### src/rtl/trace_pkg.sv
// trace_pkg: shared widths, saturation limit and entry layout for the commit trace buffer
// Ports: none (package only).
package trace_pkg;
  localparam int PC_W = 32;
  localparam int OVF_W = 16;
  localparam int CNT_W_DEF = 32;
  localparam logic [OVF_W-1:0] OVF_MAX = '1;
  typedef struct packed {
    logic [PC_W-1:0] pc;
    logic [CNT_W_DEF-1:0] seq;
  } trace_entry_t;
endpackage

### src/rtl/commit_trace_buffer_if.sv
// commit_trace_buffer_if: capture inputs, read handshake and status of the commit trace buffer
// Ports: slave = buffer side (i_* in, o_* out); master = producer/consumer side (reverse).
interface commit_trace_buffer_if #(parameter int DEPTH = 16, parameter int CNT_W = 32);
  import trace_pkg::*;
  logic i_insn_vld;
  logic [PC_W-1:0] i_pc_debug;
  logic i_freeze;
  logic i_clr;
  logic i_rd_rdy;
  logic o_rd_vld;
  logic [PC_W-1:0] o_rd_pc;
  logic [CNT_W-1:0] o_rd_seq;
  logic [$clog2(DEPTH):0] o_level;
  logic o_full;
  logic o_empty;
  logic [CNT_W-1:0] o_retire_cnt;
  logic [OVF_W-1:0] o_ovf_cnt;
  modport slave (
    input i_insn_vld, i_pc_debug, i_freeze, i_clr, i_rd_rdy,
    output o_rd_vld, o_rd_pc, o_rd_seq, o_level, o_full, o_empty, o_retire_cnt, o_ovf_cnt
  );
  modport master (
    output i_insn_vld, i_pc_debug, i_freeze, i_clr, i_rd_rdy,
    input o_rd_vld, o_rd_pc, o_rd_seq, o_level, o_full, o_empty, o_retire_cnt, o_ovf_cnt
  );
endinterface

### src/rtl/trace_ram.sv
// trace_ram: DEPTH x W register array, synchronous write, asynchronous read, no reset
// Ports: i_clk, i_we/i_waddr/i_wdata write port, i_raddr/o_rdata combinational read port.
module trace_ram #(parameter int DEPTH = 16, parameter int W = 64) (
  input logic i_clk,
  input logic i_we,
  input logic [$clog2(DEPTH)-1:0] i_waddr,
  input logic [W-1:0] i_wdata,
  input logic [$clog2(DEPTH)-1:0] i_raddr,
  output logic [W-1:0] o_rdata
);
  logic [W-1:0] mem [DEPTH];
  always_ff @(posedge i_clk)
    if (i_we) mem[i_waddr] <= i_wdata;
  assign o_rdata = mem[i_raddr];
endmodule

### src/rtl/commit_trace_buffer.sv
// commit_trace_buffer: circular capture of committed PCs with retirement sequence numbers
// Ports: i_clk, i_rst (async, active-low), bus (commit_trace_buffer_if.slave): capture inputs,
// first-word fall-through read port, level/full/empty, retirement and saturating overflow counters.
module commit_trace_buffer import trace_pkg::*; #(
  parameter int DEPTH = 16,
  parameter int CNT_W = 32
) (
  input logic i_clk,
  input logic i_rst,
  commit_trace_buffer_if.slave bus
);
  localparam int AW = $clog2(DEPTH);
  logic [AW:0] rd_ptr, wr_ptr;
  logic [CNT_W-1:0] retire_cnt;
  logic [OVF_W-1:0] ovf_cnt;
  logic [PC_W+CNT_W-1:0] head;
  logic full, empty, pop, req, push, drop;
  // a full buffer still accepts when the head leaves in the same cycle
  always_comb begin
    empty = rd_ptr == wr_ptr;
    full = (rd_ptr[AW] != wr_ptr[AW]) && (rd_ptr[AW-1:0] == wr_ptr[AW-1:0]);
    pop = !empty && bus.i_rd_rdy;
    req = bus.i_insn_vld && !bus.i_freeze;
    push = req && (!full || pop);
    drop = req && full && !pop;
  end
  trace_ram #(.DEPTH(DEPTH), .W(PC_W + CNT_W)) u_ram (
    .i_clk(i_clk),
    .i_we(push && !bus.i_clr),
    .i_waddr(wr_ptr[AW-1:0]),
    .i_wdata({bus.i_pc_debug, retire_cnt}),
    .i_raddr(rd_ptr[AW-1:0]),
    .o_rdata(head)
  );
  always_ff @(posedge i_clk or negedge i_rst)
    if (!i_rst) begin
      rd_ptr <= '0;
      wr_ptr <= '0;
      retire_cnt <= '0;
      ovf_cnt <= '0;
    end else if (bus.i_clr) begin
      rd_ptr <= '0;
      wr_ptr <= '0;
      retire_cnt <= '0;
      ovf_cnt <= '0;
    end else begin
      if (push) wr_ptr <= wr_ptr + 1'b1;
      if (pop) rd_ptr <= rd_ptr + 1'b1;
      if (bus.i_insn_vld) retire_cnt <= retire_cnt + 1'b1;
      if (drop && ovf_cnt != OVF_MAX) ovf_cnt <= ovf_cnt + 1'b1;
    end
  assign bus.o_rd_vld = !empty;
  assign bus.o_rd_pc = empty ? '0 : head[PC_W+CNT_W-1:CNT_W];
  assign bus.o_rd_seq = empty ? '0 : head[CNT_W-1:0];
  assign bus.o_level = wr_ptr - rd_ptr;
  assign bus.o_full = full;
  assign bus.o_empty = empty;
  assign bus.o_retire_cnt = retire_cnt;
  assign bus.o_ovf_cnt = ovf_cnt;
endmodule

### src/flat_wrapper.sv
// flat-port wrapper written by rule: the top's interface ports become plain ports
module commit_trace_buffer_flat import trace_pkg::*;
#(
  parameter int DEPTH = 16,
  parameter int CNT_W = 32
)
  (i_clk, i_rst, bus_i_insn_vld, bus_i_pc_debug, bus_i_freeze, bus_i_clr, bus_i_rd_rdy, bus_o_rd_vld, bus_o_rd_pc, bus_o_rd_seq, bus_o_level, bus_o_full, bus_o_empty, bus_o_retire_cnt, bus_o_ovf_cnt);
  commit_trace_buffer_if #(.DEPTH(DEPTH), .CNT_W(CNT_W)) bus_i ();
  input logic i_clk;
  input logic i_rst;
  input wire logic [$bits(bus_i.i_insn_vld)-1:0] bus_i_insn_vld;
  input wire logic [$bits(bus_i.i_pc_debug)-1:0] bus_i_pc_debug;
  input wire logic [$bits(bus_i.i_freeze)-1:0] bus_i_freeze;
  input wire logic [$bits(bus_i.i_clr)-1:0] bus_i_clr;
  input wire logic [$bits(bus_i.i_rd_rdy)-1:0] bus_i_rd_rdy;
  output wire logic [$bits(bus_i.o_rd_vld)-1:0] bus_o_rd_vld;
  output wire logic [$bits(bus_i.o_rd_pc)-1:0] bus_o_rd_pc;
  output wire logic [$bits(bus_i.o_rd_seq)-1:0] bus_o_rd_seq;
  output wire logic [$bits(bus_i.o_level)-1:0] bus_o_level;
  output wire logic [$bits(bus_i.o_full)-1:0] bus_o_full;
  output wire logic [$bits(bus_i.o_empty)-1:0] bus_o_empty;
  output wire logic [$bits(bus_i.o_retire_cnt)-1:0] bus_o_retire_cnt;
  output wire logic [$bits(bus_i.o_ovf_cnt)-1:0] bus_o_ovf_cnt;
  assign bus_i.i_insn_vld = bus_i_insn_vld;
  assign bus_i.i_pc_debug = bus_i_pc_debug;
  assign bus_i.i_freeze = bus_i_freeze;
  assign bus_i.i_clr = bus_i_clr;
  assign bus_i.i_rd_rdy = bus_i_rd_rdy;
  assign bus_o_rd_vld = bus_i.o_rd_vld;
  assign bus_o_rd_pc = bus_i.o_rd_pc;
  assign bus_o_rd_seq = bus_i.o_rd_seq;
  assign bus_o_level = bus_i.o_level;
  assign bus_o_full = bus_i.o_full;
  assign bus_o_empty = bus_i.o_empty;
  assign bus_o_retire_cnt = bus_i.o_retire_cnt;
  assign bus_o_ovf_cnt = bus_i.o_ovf_cnt;
  commit_trace_buffer #(.DEPTH(DEPTH), .CNT_W(CNT_W)) u_core (.i_clk(i_clk), .i_rst(i_rst), .bus(bus_i));
endmodule
### config.mk
export PLATFORM = sky130hd
export DESIGN_NAME = commit_trace_buffer_flat
export DESIGN_NICKNAME = d
export VERILOG_FILES = /design/src/rtl/trace_pkg.sv /design/src/rtl/commit_trace_buffer_if.sv /design/src/rtl/trace_ram.sv /design/src/rtl/commit_trace_buffer.sv /design/src/flat_wrapper.sv
export SDC_FILE = /design/constraint.sdc
export NUM_CORES = 1
export LEC_CHECK = 0
export BUFFER_PORTS_ARGS = -buffer_cell sky130_fd_sc_hd__buf_4
export CORE_AREA = 2 2 366 368
export DETAILED_ROUTE_END_ITERATION = 6
export DIE_AREA = 0 0 368 370
export GPL_TIMING_DRIVEN = 1
export PLACE_DENSITY = 0.54
export SLEW_MARGIN = 25
export SYNTH_ARGS = -nofsm -noshare
export SYNTH_HDL_FRONTEND = slang
export SYNTH_SLANG_ARGS = --single-unit
### constraint.sdc
create_clock -name i_clk -period 14.32 [get_ports i_clk]
set_input_delay 3.58 -clock i_clk [delete_from_list [all_inputs] [get_ports i_clk]]
set_output_delay 3.58 -clock i_clk [all_outputs]
set_load 0.02 [all_outputs]
== Word level (Yosys, flattened, before mapping) ==
Memory sizes are Yosys's and may differ from the RTL's.
Cells that the tools add are included.

* Add/subtract/negate cells: 5
* Eq/ne operators: 4
* Muxes and demuxes: 12
* Reduce and logical (&&, ||, !) cells: 18

{| class="wikitable"
|+ Operators with widths
! operator !! count
|-
| 32-bit 2-to-1 mux || 4
|-
| 32-bit by 1-bit adder with 32-bit output (second input constant) || 1
|-
| 16-bit 2-to-1 mux || 2
|-
| 5-bit 2-to-1 mux || 4
|-
| 16-bit by 1-bit adder with 16-bit output (second input constant) || 1
|-
| 16-bit != test (second input constant) || 1
|-
| 5-bit by 1-bit adder with 5-bit output (second input constant) || 2
|-
| 1-bit logical AND || 8
|-
| 2-bit nonzero test || 4
|-
| 5-bit == test || 1
|-
| 1-bit zero test || 5
|-
| 5-bit subtractor || 1
|-
| 4-bit == test || 1
|-
| 1-bit 2-to-1 mux || 2
|-
| 1-bit logical OR || 1
|-
| 1-bit != test || 1
|}

* Flip-flop bits (word level): 58
* RAM bits: 1,024
* Input bits: 38
* Output and inout port bits: 120
* Logic and storage cells: 44
* Memories kept: 1

{| class="wikitable"
|+ Memories
! memory !! words !! width !! read ports !! clocked after memory_dff !! write ports !! line !! RTL
|-
| u_core.u_ram.mem || 16 || 64 || 1 || 0 || 1 || trace_ram.sv:11 || <nowiki>logic [W-1:0] mem [DEPTH];</nowiki>
|}

== Logic depth before layout (Yosys ltp) ==
Gate-level depths: netlist of the first run.

* Depth after elaboration: 8
* Gate-level depth with buffers: 11
* Mapped depth without buffers: 7

== Modules after synthesis ==
A second synthesis of the first run with hierarchy kept.

* Cells, all modules: 2,011
* Area, all modules: 42,035.3 µm²

{| class="wikitable"
|+ Modules (own cells, without submodules)
! module !! instances !! cells each !! area each (µm²) !! sequential area each (µm²)
|-
| trace_ram || 1 || 1,583 || 38,300.5 || 30,749.5
|-
| commit_trace_buffer || 1 || 428 || 3,734.8 || 1,451.4
|}

== Least setup slack after synthesis of the first run ==
No wires, ideal clock.

* Kind: in2reg
* From: in bus_i_insn_vld
* To: mem u_core.u_ram.mem[0][0], enable pin
* Library setup time: 0.565 ns
* Arrival time: 8.607 ns
* Data required time: 13.755 ns
* Path slack: 5.149 ns
* Cell stages on the path: 5
* Cell sequence: buf_6 nor2b_1 o311a_1 nand2_1 nor3_1

* Longest elaborated chain between the ends: 5

{| class="wikitable"
|+ Ends and longest elaborated chain
! element !! line !! RTL
|-
| start: declaration || flat_wrapper.sv:11 || <nowiki>input wire logic [$bits(bus_i.i_insn_vld)-1:0] bus_i_insn_vld;</nowiki>
|-
| 1-bit logical AND || commit_trace_buffer.sv:23 || <nowiki>req = bus.i_insn_vld && !bus.i_freeze;</nowiki>
|-
| 1-bit logical AND || commit_trace_buffer.sv:24 || <nowiki>push = req && (!full || pop);</nowiki>
|-
| 1-bit logical AND || commit_trace_buffer.sv:29 || <nowiki>.i_we(push && !bus.i_clr),</nowiki>
|-
| 1-bit 2-to-1 mux || trace_ram.sv:13 || <nowiki>if (i_we) mem[i_waddr] <= i_wdata;</nowiki>
|-
| 1-bit 2-to-1 mux (not written as such) || trace_ram.sv:13 ||
|-
| end: declaration || trace_ram.sv:11 ||
|}

No other way between the ends.

== Worst setup path in the final report of the first run ==
* From: reg u_core.rd_ptr[0]
* To: out bus_o_rd_seq[5]

* Longest elaborated chain between the ends: 2
* Elaborated cells on any way between the ends: 3
* Those cells by class: eq/ne (1); mux (1); memory (1)

{| class="wikitable"
|+ Ends and longest elaborated chain
! element !! line !! RTL
|-
| start: declaration || commit_trace_buffer.sv:13 || <nowiki>logic [AW:0] rd_ptr, wr_ptr;</nowiki>
|-
| start signal: assignment || commit_trace_buffer.sv:48 || <nowiki>if (pop) rd_ptr <= rd_ptr + 1'b1;</nowiki>
|-
| memory 16 x 64 bit / 5-bit == test (equally long branches) || -- ||
|-
| 32-bit 2-to-1 mux (*) || commit_trace_buffer.sv:54 || <nowiki>assign bus.o_rd_seq = empty ? '0 : head[CNT_W-1:0];</nowiki>
|-
| end: declaration || flat_wrapper.sv:18 || <nowiki>output wire logic [$bits(bus_i.o_rd_seq)-1:0] bus_o_rd_seq;</nowiki>
|}

Mark *: on every way between the ends. The rest lies on a longest branch, timed or not.

==> results of run 1 <==
==> flip-flops by register name (all words and copies together), names as in the netlist <==
signal / count
u_core.rd_ptr: 5
u_core.u_ram.mem: 1024
u_core.bus.o_retire_cnt: 32
u_core.bus.o_ovf_cnt: 16
u_core.wr_ptr: 5
==> kinds of logic after synthesis <==
kind of cell             share of synthesized area (%)
AO/OA/AOI/OAI                                     2.17
flip-flops                                        76.6
buffers and inverters                             1.20
adder cells (fa/ha/maj)                          0.375
multiplexers                                      17.0
XOR/XNOR                                         0.396
AND/OR/NAND/NOR                                   2.23
==> area by class of cell <==
type / count / area share (%)
Timing Repair Buffer: 213 / 3.36
Tap cell: 1768 / 4.50
Inverter: 18 / 0.153
Clock inverter: 74 / 1.26
Multi-Input combinational cell: 738 / 19.2
Sequential cell: 1082 / 65.6
Clock buffer: 137 / 5.94
Antenna cell: 1 / 0.00509
==> synthesized netlist by cell type, drive strengths merged, types with 12 or more instances <==
cell,number,area (sq um)
or4,24,180
o31ai,21,158
nor2,36,135
nand4,22,150
nand2,33,124
mux4,256,5770
clkbuf,63,236
inv,18,67.6
edfxtp,1024,30700
o22ai,64,400
dfrtp,58,1450
a21oi,33,165
xnor2,13,114
mux2i,131,1310
buf,42,201
o21ai,12,60.1
==> worst paths after layout <==
path	start	endpoint	cells after the start
min in group asynchronous	i_rst	u_core.bus.o_ovf_cnt[12]	1
max	u_core.rd_ptr[0]	bus_o_rd_seq[5]	7
min	u_core.bus.o_retire_cnt[21]	u_core.u_ram.mem[14][21]	0
max in group asynchronous	i_rst	u_core.rd_ptr[0]	1
max reg2reg	u_core.rd_ptr[1]	u_core.u_ram.mem[14][30]	8
min reg2reg	u_core.bus.o_retire_cnt[21]	u_core.u_ram.mem[14][21]	0
==> worst register-to-register path: stages, from the launching register on <==
cell and delay [ps]:
dfrtp_4 960, inv_1 130, ha_1 350, nand4_1 250, o311a_1 290, nand2_1 260
nor2_4 710, buf_4 520, buf_4 730
==> power breakdown <==
group	switching [uW]	internal, uW
Sequential	26.9	3450
Clock	1210	1590
Combinational	395	300
==> through the flow <==
stage / hold slack (ps) / setup slack (ps) / std cells / util (%) / area, sq um
5_1_grt: 630 / 5240 / 4031 / 37.1 / 49100
4_1_cts: 616 / 5610 / 4028 / 37.1 / 49100
6_report: 591 / 5650 / 4031 / 37.1 / 49100
3_3_place_gp: 598 / 6420 / 3817 / 34.4 / 45500
3_5_place_dp: 600 / 6410 / 3817 / 34.4 / 45500
2_1_floorplan: 550 / 5150 / 1943 / - / 42000
==> routing by layer <==
metal	GRT usage, %	vias up
met5	0	-
met1	20.9	11300
met2	25.1	588
li1	-	8676
met4	4.01	0
met3	3.69	154
==> impl_metrics.env, run 1 <==
export IMPL_grt_pass1_vias=21700
export IMPL_power_density_mw_per_mm2=142
export IMPL_routedWlPerCell_microns=26.4
export IMPL_highest_signal_layer="met4"
export IMPL_antenna_found_initial=3
export IMPL_post_cts_buffers=0
export IMPL_path_cells="buf_12, buf_16, buf_12, mux4_2, mux2i_1, o22ai_1, buf_4"
export IMPL_cp_max_fo=102
export IMPL_worst_path_largest_cell_delay_ps=1030
export IMPL_critPathRequiredTime_ps=10740
export IMPL_postCtsHoldBufs=0
export IMPL_clock_fmax_ghz=0.115
export IMPL_rsz0062_at_grt="no"
export IMPL_wl_met2_mm=51.6
export IMPL_place_gp_congestion=0.741
export IMPL_register_area_sq_mm=0.0322
export IMPL_drive_above_1_share_pct=29.0
export IMPL_synthesis_nets=1993
export IMPL_async_flop_share_pct=5.36
export IMPL_slowest_stage="dfrtp_4"
export IMPL_cts_tree="done"
export IMPL_critPathKind="flop to output port"
export IMPL_final_common_cell="edfxtp_1"
export IMPL_finalPower_uw=6980
export IMPL_die_w_microns=368
export IMPL_met1_length_mm=46.1
export IMPL_p_leak_uw=0.0162
export IMPL_numPortBuffers=157
export IMPL_synthesis_area_sq_mm=0.0420
export IMPL_tns_ps=0
export IMPL_wl_met3_mm=6.56
export IMPL_vias=20700
export IMPL_grt_max_degree=118
export IMPL_detailedRoute_firstPassIterationCount=5
export IMPL_layout_nets=2214
export IMPL_cts_sinks=1082
export IMPL_synth_edf_count=1024
export IMPL_worst_slew_margin_rel_pct=30.4
export IMPL_cpMostUsedCell="buf_12"
export IMPL_wl_mm=106
export IMPL_worstPathArrival_ps=5090
export IMPL_hold_viol=0
export IMPL_ioPinCount=158
export IMPL_die_h_microns=370
export IMPL_ys_flop_type="edfxtp_1"
export IMPL_skew_ps=22.3
export IMPL_syn_area_per_cell_sq_um=21.6
export IMPL_clk_latency_ps=720
export IMPL_cts_buffers=111
export IMPL_rows=134
export IMPL_worst_slew_pin_slew_ps=1040
export IMPL_fp_coreArea_sq_mm=0.132
export IMPL_status="finished clean"
export IMPL_slew_viol_final=0
export IMPL_holdCritPathClass="flop to flop"
export IMPL_area_growth_syn_to_layout_pct=16.9
export IMPL_synth_cell_types=46
export IMPL_cts_max_level=3
export IMPL_synth_warnings=0
export IMPL_final_cell_mix="edfxtp_1 (1024), mux4_2 (256), buf_4 (208)"
export IMPL_fin_crit_ps=8670
export IMPL_grt_first_pass_wirelength_mm=153
export IMPL_critical_path_top_delay_family="buffers and inverters"
export IMPL_setup_violations=0
export IMPL_route_detailed_drc=0
export IMPL_multi_input_area_sq_mm=0.00944
export IMPL_clk_pin_slew_ps=60
export IMPL_gr_total_overflow=0
export IMPL_finalCritPeriodShare_pct=60.6
export IMPL_syn_inst=1943
export IMPL_cts_buffer_depth=3
export IMPL_cts_resized=0
export IMPL_grt_total_usage_pct=15.5
export IMPL_ant_nets=0
export IMPL_end_kind="output port"
export IMPL_drtIter0Drc=1804
export IMPL_start_util_pct=31.7
export IMPL_synth_yosys_seq_area_share_pct=76.6
export IMPL_root_buffer="clkbuf_16"
export IMPL_dieArea_sq_mm=0.136
export IMPL_crit_buf_inv=4
export IMPL_vias_per_cell=5.14
export IMPL_drv_cap=0
export IMPL_ff2ff_setup_slack_ps=9720
export IMPL_ys_ff_latch=1082
export IMPL_fillers=12100
export IMPL_critPathLaunchType="flop"
export IMPL_vdd_ir_drop_max_uv=93.3
export IMPL_place_hpwl_mm=54.7
No activity file was read; power rests on OpenSTA's default activity.
==> inputs of run 2 (changes only) <==
ABC_AREA = 1   (was unset)
CORE_AREA = 2 2 381 383   (was 2 2 366 368)
DIE_AREA = 0 0 383 385   (was 0 0 368 370)
PLACE_DENSITY = 0.55   (was 0.54)
clock period = 7.8 ns   (was 14.32 ns; I/O delays follow)
==> run 2 against run 1 <==
Effect of this change: non-clock buffer count grew 24; first-iteration DRC count grew 47%; clock skew shrank 6.8 ps; sequential power grew 83%; final cell count grew 61%; combinational power grew 110%; worst hold slack lost 81 ps; critical path depth grew 3; final area grew 7.1%.
==> impl_metrics.env, run 2 <==
export IMPL_numPortBuffers=157
export IMPL_cts_max_level=3
export IMPL_post_dp_cell_area_sq_mm=0.0492
export IMPL_cts_resized=0
export IMPL_slew_viol_final=0
export IMPL_die_w_microns=383
export IMPL_ys_ff_latch=1082
export IMPL_postCtsHoldBufs=0
export IMPL_critPathLaunchType="flop"
export IMPL_largest_reg_flops=1024
export IMPL_cp_max_fo=177
export IMPL_top_register="u_core.u_ram.mem"
export IMPL_ioPinCount=158
export IMPL_wl_mm=126
export IMPL_worst_slew_pin_slew_ps=1060
export IMPL_clk_pin_slew_ps=60
export IMPL_cpMostUsedCell="nand2_1"
export IMPL_async_flop_share_pct=5.36
export IMPL_skew_ps=15.6
export IMPL_die_h_microns=385
export IMPL_place_hpwl_mm=67.5
export IMPL_clock_fmax_ghz=0.158
export IMPL_routedWlPerCell_microns=19.5
export IMPL_holdCritPathClass="flop to flop"
export IMPL_pre_cts_ws_ps=2190
export IMPL_yosysMostFrequentCell="nand2_1"
export IMPL_vias=30500
export IMPL_worstPathArrival_ps=4380
export IMPL_synth_yosys_seq_area_share_pct=70.4
export IMPL_status="finished clean"
export IMPL_detailedRoute_firstPassIterationCount=5
export IMPL_setup_violations=0
export IMPL_start_util_pct=31.9
export IMPL_fp_coreArea_sq_mm=0.143
export IMPL_antenna_found_initial=2
export IMPL_ant_nets=0
export IMPL_worst_slew_margin_rel_pct=29.2
export IMPL_post_cts_buffers=0
export IMPL_cts_tree="done"
export IMPL_critPathKind="flop to output port"
export IMPL_synth_top_cells_by_count="nand2_1 (1613), edfxtp_1 (1024), nor2_1 (493)"
export IMPL_cts_sinks=1082
export IMPL_power_density_mw_per_mm2=242
export IMPL_tns_ps=0
export IMPL_finalCritPeriodShare_pct=81.1
export IMPL_place_gp_congestion=0.793
export IMPL_rows=139
export IMPL_final_cell_mix="nand2_1 (1613), edfxtp_1 (1024), nor2_1 (478)"
export IMPL_dieArea_sq_mm=0.147
export IMPL_synthTopCellsByArea="edfxtp_1 (67%), nand2_1 (13%), nor2_1 (4.0%)"
export IMPL_gr_total_overflow=0
export IMPL_area_growth_syn_to_layout_pct=15.1
export IMPL_fin_area_sq_mm=0.0526
export IMPL_synthesis_nets=4399
export IMPL_grt_pass1_vias=29300
export IMPL_drive_above_1_share_pct=8.85
export IMPL_layout_nets=4522
export IMPL_synth_top_area_share_pct=67.3
export IMPL_drv_cap=0
export IMPL_worst_path_largest_cell_delay_ps=940
export IMPL_fin_crit_ps=6330
export IMPL_hold_viol=0
export IMPL_vdd_ir_drop_max_uv=165
export IMPL_syn_inst=4349
export IMPL_holdWs_ps=510
export IMPL_synthesis_area_sq_mm=0.0457
export IMPL_fillers=14000
export IMPL_p_leak_uw=0.0204
export IMPL_drtIter0Drc=2653
export IMPL_route_detailed_drc=0
export IMPL_synth_warnings=0
export IMPL_fin_cells=6470
export IMPL_n_antenna_cell=0
export IMPL_fin_ws_ps=1470
export IMPL_yosysTopAreaCell="edfxtp_1"
export IMPL_final_common_cell="nand2_1"
export IMPL_cts_buffer_depth=3
export IMPL_grt_max_degree=223
export IMPL_synth_cell_types=29
export IMPL_dp_cells=6262
export IMPL_slowest_stage="dfrtp_4"
export IMPL_grt_first_pass_wirelength_mm=189
export IMPL_rsz0062_at_grt="no"
export IMPL_synth_edf_count=1024
export IMPL_path_cells="clkinv_8, buf_4, nand2_1, nand3_1, nand2_1, nand2_1, nand2_1, inv_1, a21oi_1, buf_4"
export IMPL_end_kind="output port"
export IMPL_root_buffer="clkbuf_16"
export IMPL_clk_latency_ps=710
export IMPL_syn_area_per_cell_sq_um=10.5
export IMPL_critPathRequiredTime_ps=5850
export IMPL_grt_total_usage_pct=16.9
export IMPL_ys_flop_type="edfxtp_1"
export IMPL_cts_buffers=108
export IMPL_vias_per_cell=4.72
==> run 2: power by group <==
part           total, uW  internal [uW]  switching [uW]
Combinational       1440            427            1010
Clock               4920           2700            2210
Sequential          6370           6340            35.3
Total              12700           9470            3260
==> run 2: cell type report <==
class	instances	area [sq um]	share of cell area, %
clock buffer	148	2980	5.65
clock inverter	57	350	0.666
inverter	258	996	1.89
multi-input combinational	2785	11600	22.1
sequential	1082	32200	61.2
tap	1903	2380	4.53
timing repair buffer	237	2080	3.96
==> run 2: metrics by stage <==
stage	power, uW	utilization, %
final	12700	36.8
after global routing	13200	36.8
after CTS	12900	36.7
after detailed placement	7960	34.4
after global placement	7930	34.2
after floorplan	7410	-
==> run 2: logic make-up (layout without fill, tap and decap cells) <==
logic type / count (synthesis) / count (layout) / share of synthesized area, %
buffers and inverters: 482 / 700 / 4.42
XOR/XNOR: 10 / 10 / 0.192
adder cells (fa/ha/maj): 12 / 12 / 0.345
AO/OA/AOI/OAI: 307 / 307 / 3.40
AND/OR/NAND/NOR: 2456 / 2456 / 21.2
flip-flops: 1082 / 1082 / 70.4
==> run 2: routing by layer <==
| layer | share of wire [%] | global-route usage [%] | vias to the layer above |
|---|---|---|---|
| li1 | - | - | 14700 |
| met1 | 45 | 22.9 | 14900 |
| met2 | 48 | 28.6 | 759 |
| met3 | 4.8 | 2.13 | 169 |
| met4 | 2.2 | 4.75 | 0 |
| met5 | 0 | 0 | - |
==> run 2: worst max-delay path, delay by kind of cell (launching register included) <==
kind	cells	cell delay (ps)
AOI/OAI and AO/OA	1	330
buffers and inverters	4	1610
DFF	1	940
and+or+nand+nor	5	470
==> run 2: final timing paths <==
check	depth (start not counted)	slack, ps	startpoint	end
setup / recovery	10	1470	u_core.rd_ptr[0]	bus_o_rd_pc[25]
hold / removal	0	510	u_core.bus.o_retire_cnt[13]	u_core.u_ram.mem[11][13]
setup reg to reg	9	3330	u_core.rd_ptr[0]	u_core.u_ram.mem[1][14]
hold reg to reg	0	510	u_core.bus.o_retire_cnt[13]	u_core.u_ram.mem[11][13]
max in group asynchronous	1	5730	i_rst	u_core.rd_ptr[0]
min in group asynchronous	1	1370	i_rst	u_core.bus.o_retire_cnt[13]
